$ cat src/rtl/rom_arbiter.sv
// Two-requester round-robin arbiter and read sequencer in front of a single
// synchronous ROM macro with a one-cycle registered read latency.
//
// Handshake semantics: a request transfers in the cycle where reqN_valid and
// o_reqN_ready are both high; a response transfers in the cycle where
// o_respN_valid and i_respN_ready are both high. Once raised, o_respN_valid
// and o_respN_rdata hold steady until that transfer happens. A requester may
// change or drop valid/addr freely while it is not being accepted.
module rom_arbiter #(
  parameter int abits = 12,
  parameter int dbits = 64
) (
  input  logic             i_clk,
  input  logic             i_nrst,
  input  logic             i_req0_valid,
  input  logic [abits-1:0] i_req0_addr,
  output logic             o_req0_ready,
  output logic             o_resp0_valid,
  output logic [dbits-1:0] o_resp0_rdata,
  input  logic             i_resp0_ready,
  input  logic             i_req1_valid,
  input  logic [abits-1:0] i_req1_addr,
  output logic             o_req1_ready,
  output logic             o_resp1_valid,
  output logic [dbits-1:0] o_resp1_rdata,
  input  logic             i_resp1_ready,
  output logic [abits-1:0] o_rom_addr,
  input  logic [dbits-1:0] i_rom_rdata,
  output logic [1:0]       o_dbg_state
);

  typedef enum logic [1:0] {
    ST_IDLE = 2'd0,
    ST_WAIT = 2'd1,
    ST_RESP = 2'd2
  } state_t;

  state_t           state_q, state_d;
  logic             sel_q, sel_d;     // port currently in service
  logic             prio_q, prio_d;   // port that wins a tie
  logic [abits-1:0] addr_q, addr_d;   // address presented to the ROM
  logic             grant;

  // State and datapath registers; reset drops any in-flight read.
  always_ff @(posedge i_clk) begin
    if (!i_nrst) begin
      state_q <= ST_IDLE;
      sel_q   <= 1'b0;
      prio_q  <= 1'b0;
      addr_q  <= '0;
    end else begin
      state_q <= state_d;
      sel_q   <= sel_d;
      prio_q  <= prio_d;
      addr_q  <= addr_d;
    end
  end

  // Grant selection, next-state logic and all handshake outputs.
  always_comb begin
    state_d       = state_q;
    sel_d         = sel_q;
    prio_d        = prio_q;
    addr_d        = addr_q;
    o_req0_ready  = 1'b0;
    o_req1_ready  = 1'b0;
    o_resp0_valid = 1'b0;
    o_resp1_valid = 1'b0;
    o_resp0_rdata = '0;
    o_resp1_rdata = '0;
    // Tie goes to prio_q; a lone requester always wins (work-conserving).
    grant = (i_req0_valid && i_req1_valid) ? prio_q : i_req1_valid;

    case (state_q)
      ST_IDLE: begin
        if (i_req0_valid || i_req1_valid) begin
          o_req0_ready = ~grant;
          o_req1_ready = grant;
          addr_d       = grant ? i_req1_addr : i_req0_addr;
          sel_d        = grant;
          state_d      = ST_WAIT;
        end
      end
      ST_WAIT: begin
        // ROM samples the stable address on this cycle's closing edge.
        state_d = ST_RESP;
      end
      ST_RESP: begin
        // Address is held, so ROM data stays stable for the whole stall.
        if (!sel_q) begin
          o_resp0_valid = 1'b1;
          o_resp0_rdata = i_rom_rdata;
          if (i_resp0_ready) begin
            prio_d  = 1'b1;
            state_d = ST_IDLE;
          end
        end else begin
          o_resp1_valid = 1'b1;
          o_resp1_rdata = i_rom_rdata;
          if (i_resp1_ready) begin
            prio_d  = 1'b0;
            state_d = ST_IDLE;
          end
        end
      end
      default: begin
        state_d = ST_IDLE;
      end
    endcase
  end

  assign o_rom_addr  = addr_q;
  assign o_dbg_state = state_q;

endmodule

$ cat config.mk
export PLATFORM = sky130hd
export DESIGN_NAME = rom_arbiter
export DESIGN_NICKNAME = d
export VERILOG_FILES = /design/src/rtl/rom_arbiter.sv
export SDC_FILE = /design/constraint.sdc
export NUM_CORES = 1
export LEC_CHECK = 0
export BUFFER_PORTS_ARGS = -buffer_cell sky130_fd_sc_hd__buf_2
export CAP_MARGIN = 20
export CELL_PAD_IN_SITES_DETAIL_PLACEMENT = 2
export CELL_PAD_IN_SITES_GLOBAL_PLACEMENT = 2
export CORE_MARGIN = 2
export CORE_UTILIZATION = 14
export CTS_CLUSTER_SIZE = 12
export DETAILED_ROUTE_END_ITERATION = 10
export GPL_TIMING_DRIVEN = 1
export PLACE_DENSITY_LB_ADDON = 0.15
export SYNTH_ARGS = -nofsm -noshare
export SYNTH_HDL_FRONTEND = slang
export SYNTH_SLANG_ARGS = --single-unit
$ cat constraint.sdc
create_clock -name i_clk -period 2.3 [get_ports i_clk]
set_input_delay 0.23 -clock i_clk [delete_from_list [all_inputs] [get_ports i_clk]]
set_output_delay 0.23 -clock i_clk [all_outputs]
set_load 0.03 [all_outputs]
==> impl_metrics.env <==
export IMPL_clk_pin_slew_ns=0.05
export IMPL_dr_first_iter_drc_count=103
export IMPL_synth_seq_cells=16
export IMPL_period_share=0.864
export IMPL_cts_hold_repair_buffers=0
export IMPL_cts_sinks=16
export IMPL_crit_chain="nor2b_4, buf_4, and3_1, buf_2"
export IMPL_cp_startpoint="o_dbg_state[1]"
export IMPL_area_growth_pct=76.6
export IMPL_syn_area_um2=1810
export IMPL_pin_count=240
export IMPL_critPathMaxFanout=67
export IMPL_routed_via_density=4.39
export IMPL_seq_area_um2=322
export IMPL_grt_max_degree=68
export IMPL_clk_path_buf_depth=2
export IMPL_yosys_most_used_dff="dfxtp_1"
export IMPL_worstPathArrival_ns=1.76
export IMPL_cts_tree="done"
export IMPL_holdCritStartpoint="i_resp1_ready"
export IMPL_worst_setup_path_type="reg -> out"
export IMPL_setup_tns_final_ns=0
export IMPL_ant_nets=0
export IMPL_synthArstFlopShare=0
export IMPL_timing_final_max_slew_violations=0
export IMPL_leakage_nw=2.39
export IMPL_die_width_um=118
export IMPL_min_period_ns=1.99
export IMPL_cp_end_kind="output port"
export IMPL_pwr_share_comb=0.484
export IMPL_final_cell_mix="buf_2, and3_1, dfxtp_1, o21bai_1, o311a_1"
export IMPL_outcome="finished clean"
export IMPL_rows=41
export IMPL_grt_pass1_wl_um=17400
export IMPL_fin_ws_ns=0.313
export IMPL_post_synth_cell_area_avg_um2=7.19
export IMPL_wl_um=11300
export IMPL_grt_pass1_vias=2864
export IMPL_fin_worst_skew_ns=0.00327
export IMPL_synthTopCellsByArea="and3_1, dfxtp_1, o311a_1"
export IMPL_overflow=0
export IMPL_clockRootBuffer="clkbuf_16"
export IMPL_synth_edf_count=0
export IMPL_required_ns=2.07
export IMPL_cts_resized=0
export IMPL_multi_input_area_um2=1310
export IMPL_vdd_ir_drop_max_uv=196
export IMPL_max_stage_delay_ns=0.43
export IMPL_ctsHtreeMaxLevel=1
export IMPL_drc=0
export IMPL_hp_class="in -> reg"
export IMPL_pre_cts_slack_ns=0.565
export IMPL_dr_total_vias=2797
export IMPL_power_frac_clock=0.261
export IMPL_wl_per_cell_um=17.7
export IMPL_finalSetupViolations=0
export IMPL_p_switching_mw=0.538
export IMPL_postCtsSetupRepairBufs=0
export IMPL_ys_seq_area_frac=0.177
export IMPL_worst_slew_pin_slew_ns=0.861
export IMPL_synth_top_area_share=0.483
export IMPL_drive_above_1_share=0.547
export IMPL_r2r_start="o_dbg_state[1]"
export IMPL_hold_viol=0
export IMPL_coreArea_um2=12600
export IMPL_chipHeight_um=118
export IMPL_portBuffers=239
export IMPL_crit_path_start_kind="flop"
export IMPL_grt_usage=0.155
export IMPL_max_freq_mhz=503
export IMPL_fill_cells=1563
export IMPL_power_frac_seq=0.255
export IMPL_clk_latency_ns=0.25
export IMPL_ys_warnings_count=0
export IMPL_maxCapViolations=0
export IMPL_numCtsBuffers=3
export IMPL_max_slew_margin=0.424
export IMPL_syn_inst=252
export IMPL_yosys_area_top_type="and3_1"
export IMPL_internal_power_mw=0.756
export IMPL_die_area_um2=13900
export IMPL_first_pass_iters=4
export IMPL_post_dp_hpwl_um=8930
export IMPL_sw_frac_of_total=0.416
export IMPL_crit_buf_inv=2
export IMPL_syn_nets=346
export IMPL_whs_ns=0.224
export IMPL_final_common_cell="buf_2"
export IMPL_nNetsFinal=560
export IMPL_ys_types=22
export IMPL_critical_path_slowest_cell="buf_4"
export IMPL_routabilityCongestion=0.811
export IMPL_power_density_nw_per_um2=405
export IMPL_antenna_found_initial=1
export IMPL_rsz0062_at_grt="false"
export IMPL_cp_top_family="buffers and inverters"
export IMPL_start_util=0.144
## synth_stat cells, types with 2 or more instances
library cell,count
a21boi_1,3
o311a_1,12
dfxtp_1,16
o21bai_1,12
o21ai_0,2
buf_2,14
clkbuf_1,20
inv_1,3
a21boi_0,9
and3_1,140
and2_1,2
nor2_1,4
a21oi_1,4
nor2b_1,2
buf_6,2
## worst paths after layout
path | to | slack [ns] | depth (start not counted)
worst max-delay path | o_resp1_rdata[7] | 0.31 | 4
worst max register to register | prio_q | 0.78 | 4
worst min-delay path | prio_q | 0.22 | 2
worst min register to register | prio_q | 0.59 | 2
## metrics by stage
stage / instance area [µm²] / std cells / total power [mW] / util
final: 3200 / 637 / 1.29 / 0.254
after global routing: 3200 / 637 / 1.38 / 0.254
after CTS: 3200 / 636 / 1.32 / 0.253
after detailed placement: 3120 / 633 / 0.972 / 0.247
after global placement: 3120 / 633 / 0.964 / 0.247
after floorplan: 1810 / 252 / 0.733 / -
## kinds of logic (layout without fill, tap and decap cells)
group | after synthesis | count (layout) | synth area share
buffers and inverters | 40 | 252 | 0.103
AO/OA/AOI/OAI | 44 | 44 | 0.195
other | 0 | 1 | 0
flip-flops | 16 | 16 | 0.177
multiplexers | 1 | 1 | 0.00553
AND/OR/NAND/NOR | 151 | 151 | 0.519
## final cells by class
| cell class | count | share of cell area |
|---|---|---|
| well taps | 172 | 0.0673 |
| inverters | 3 | 0.00352 |
| multi-input cells | 196 | 0.410 |
| flip-flops and latches | 16 | 0.101 |
| clock buffers | 3 | 0.0235 |
| repair buffers | 246 | 0.394 |
| diodes | 1 | 0.000782 |
## power by group through the flow
stage	sequential (mW)	combinational, mW	clock (mW)
floorplan	0.388	0.345	0
global placement	0.335	0.629	0
detailed placement	0.335	0.637	0
CTS	0.330	0.639	0.349
global route	0.333	0.684	0.361
finish	0.329	0.627	0.338
## sequential cells by signal, summed over array words and instances, names as in the netlist
signal	cells
o_dbg_state	2
sel_q	1
o_rom_addr	12
prio_q	1
## metal layers
layer	wire, µm	up-vias	global-route usage
li1	-	1360	-
met1	4700	1308	0.184
met3	660	4	0.0320
met2	5850	125	0.292
met4	57	0	0.0158
met5	0	-	0
## worst reg2reg max path: stages, from the launching register on
cell and delay, ns:
dfxtp_1 0.40, nor2b_4 0.18, buf_4 0.43, a21oi_1 0.18, a311oi_2 0.25
No activity file was read; power rests on OpenSTA's default activity.
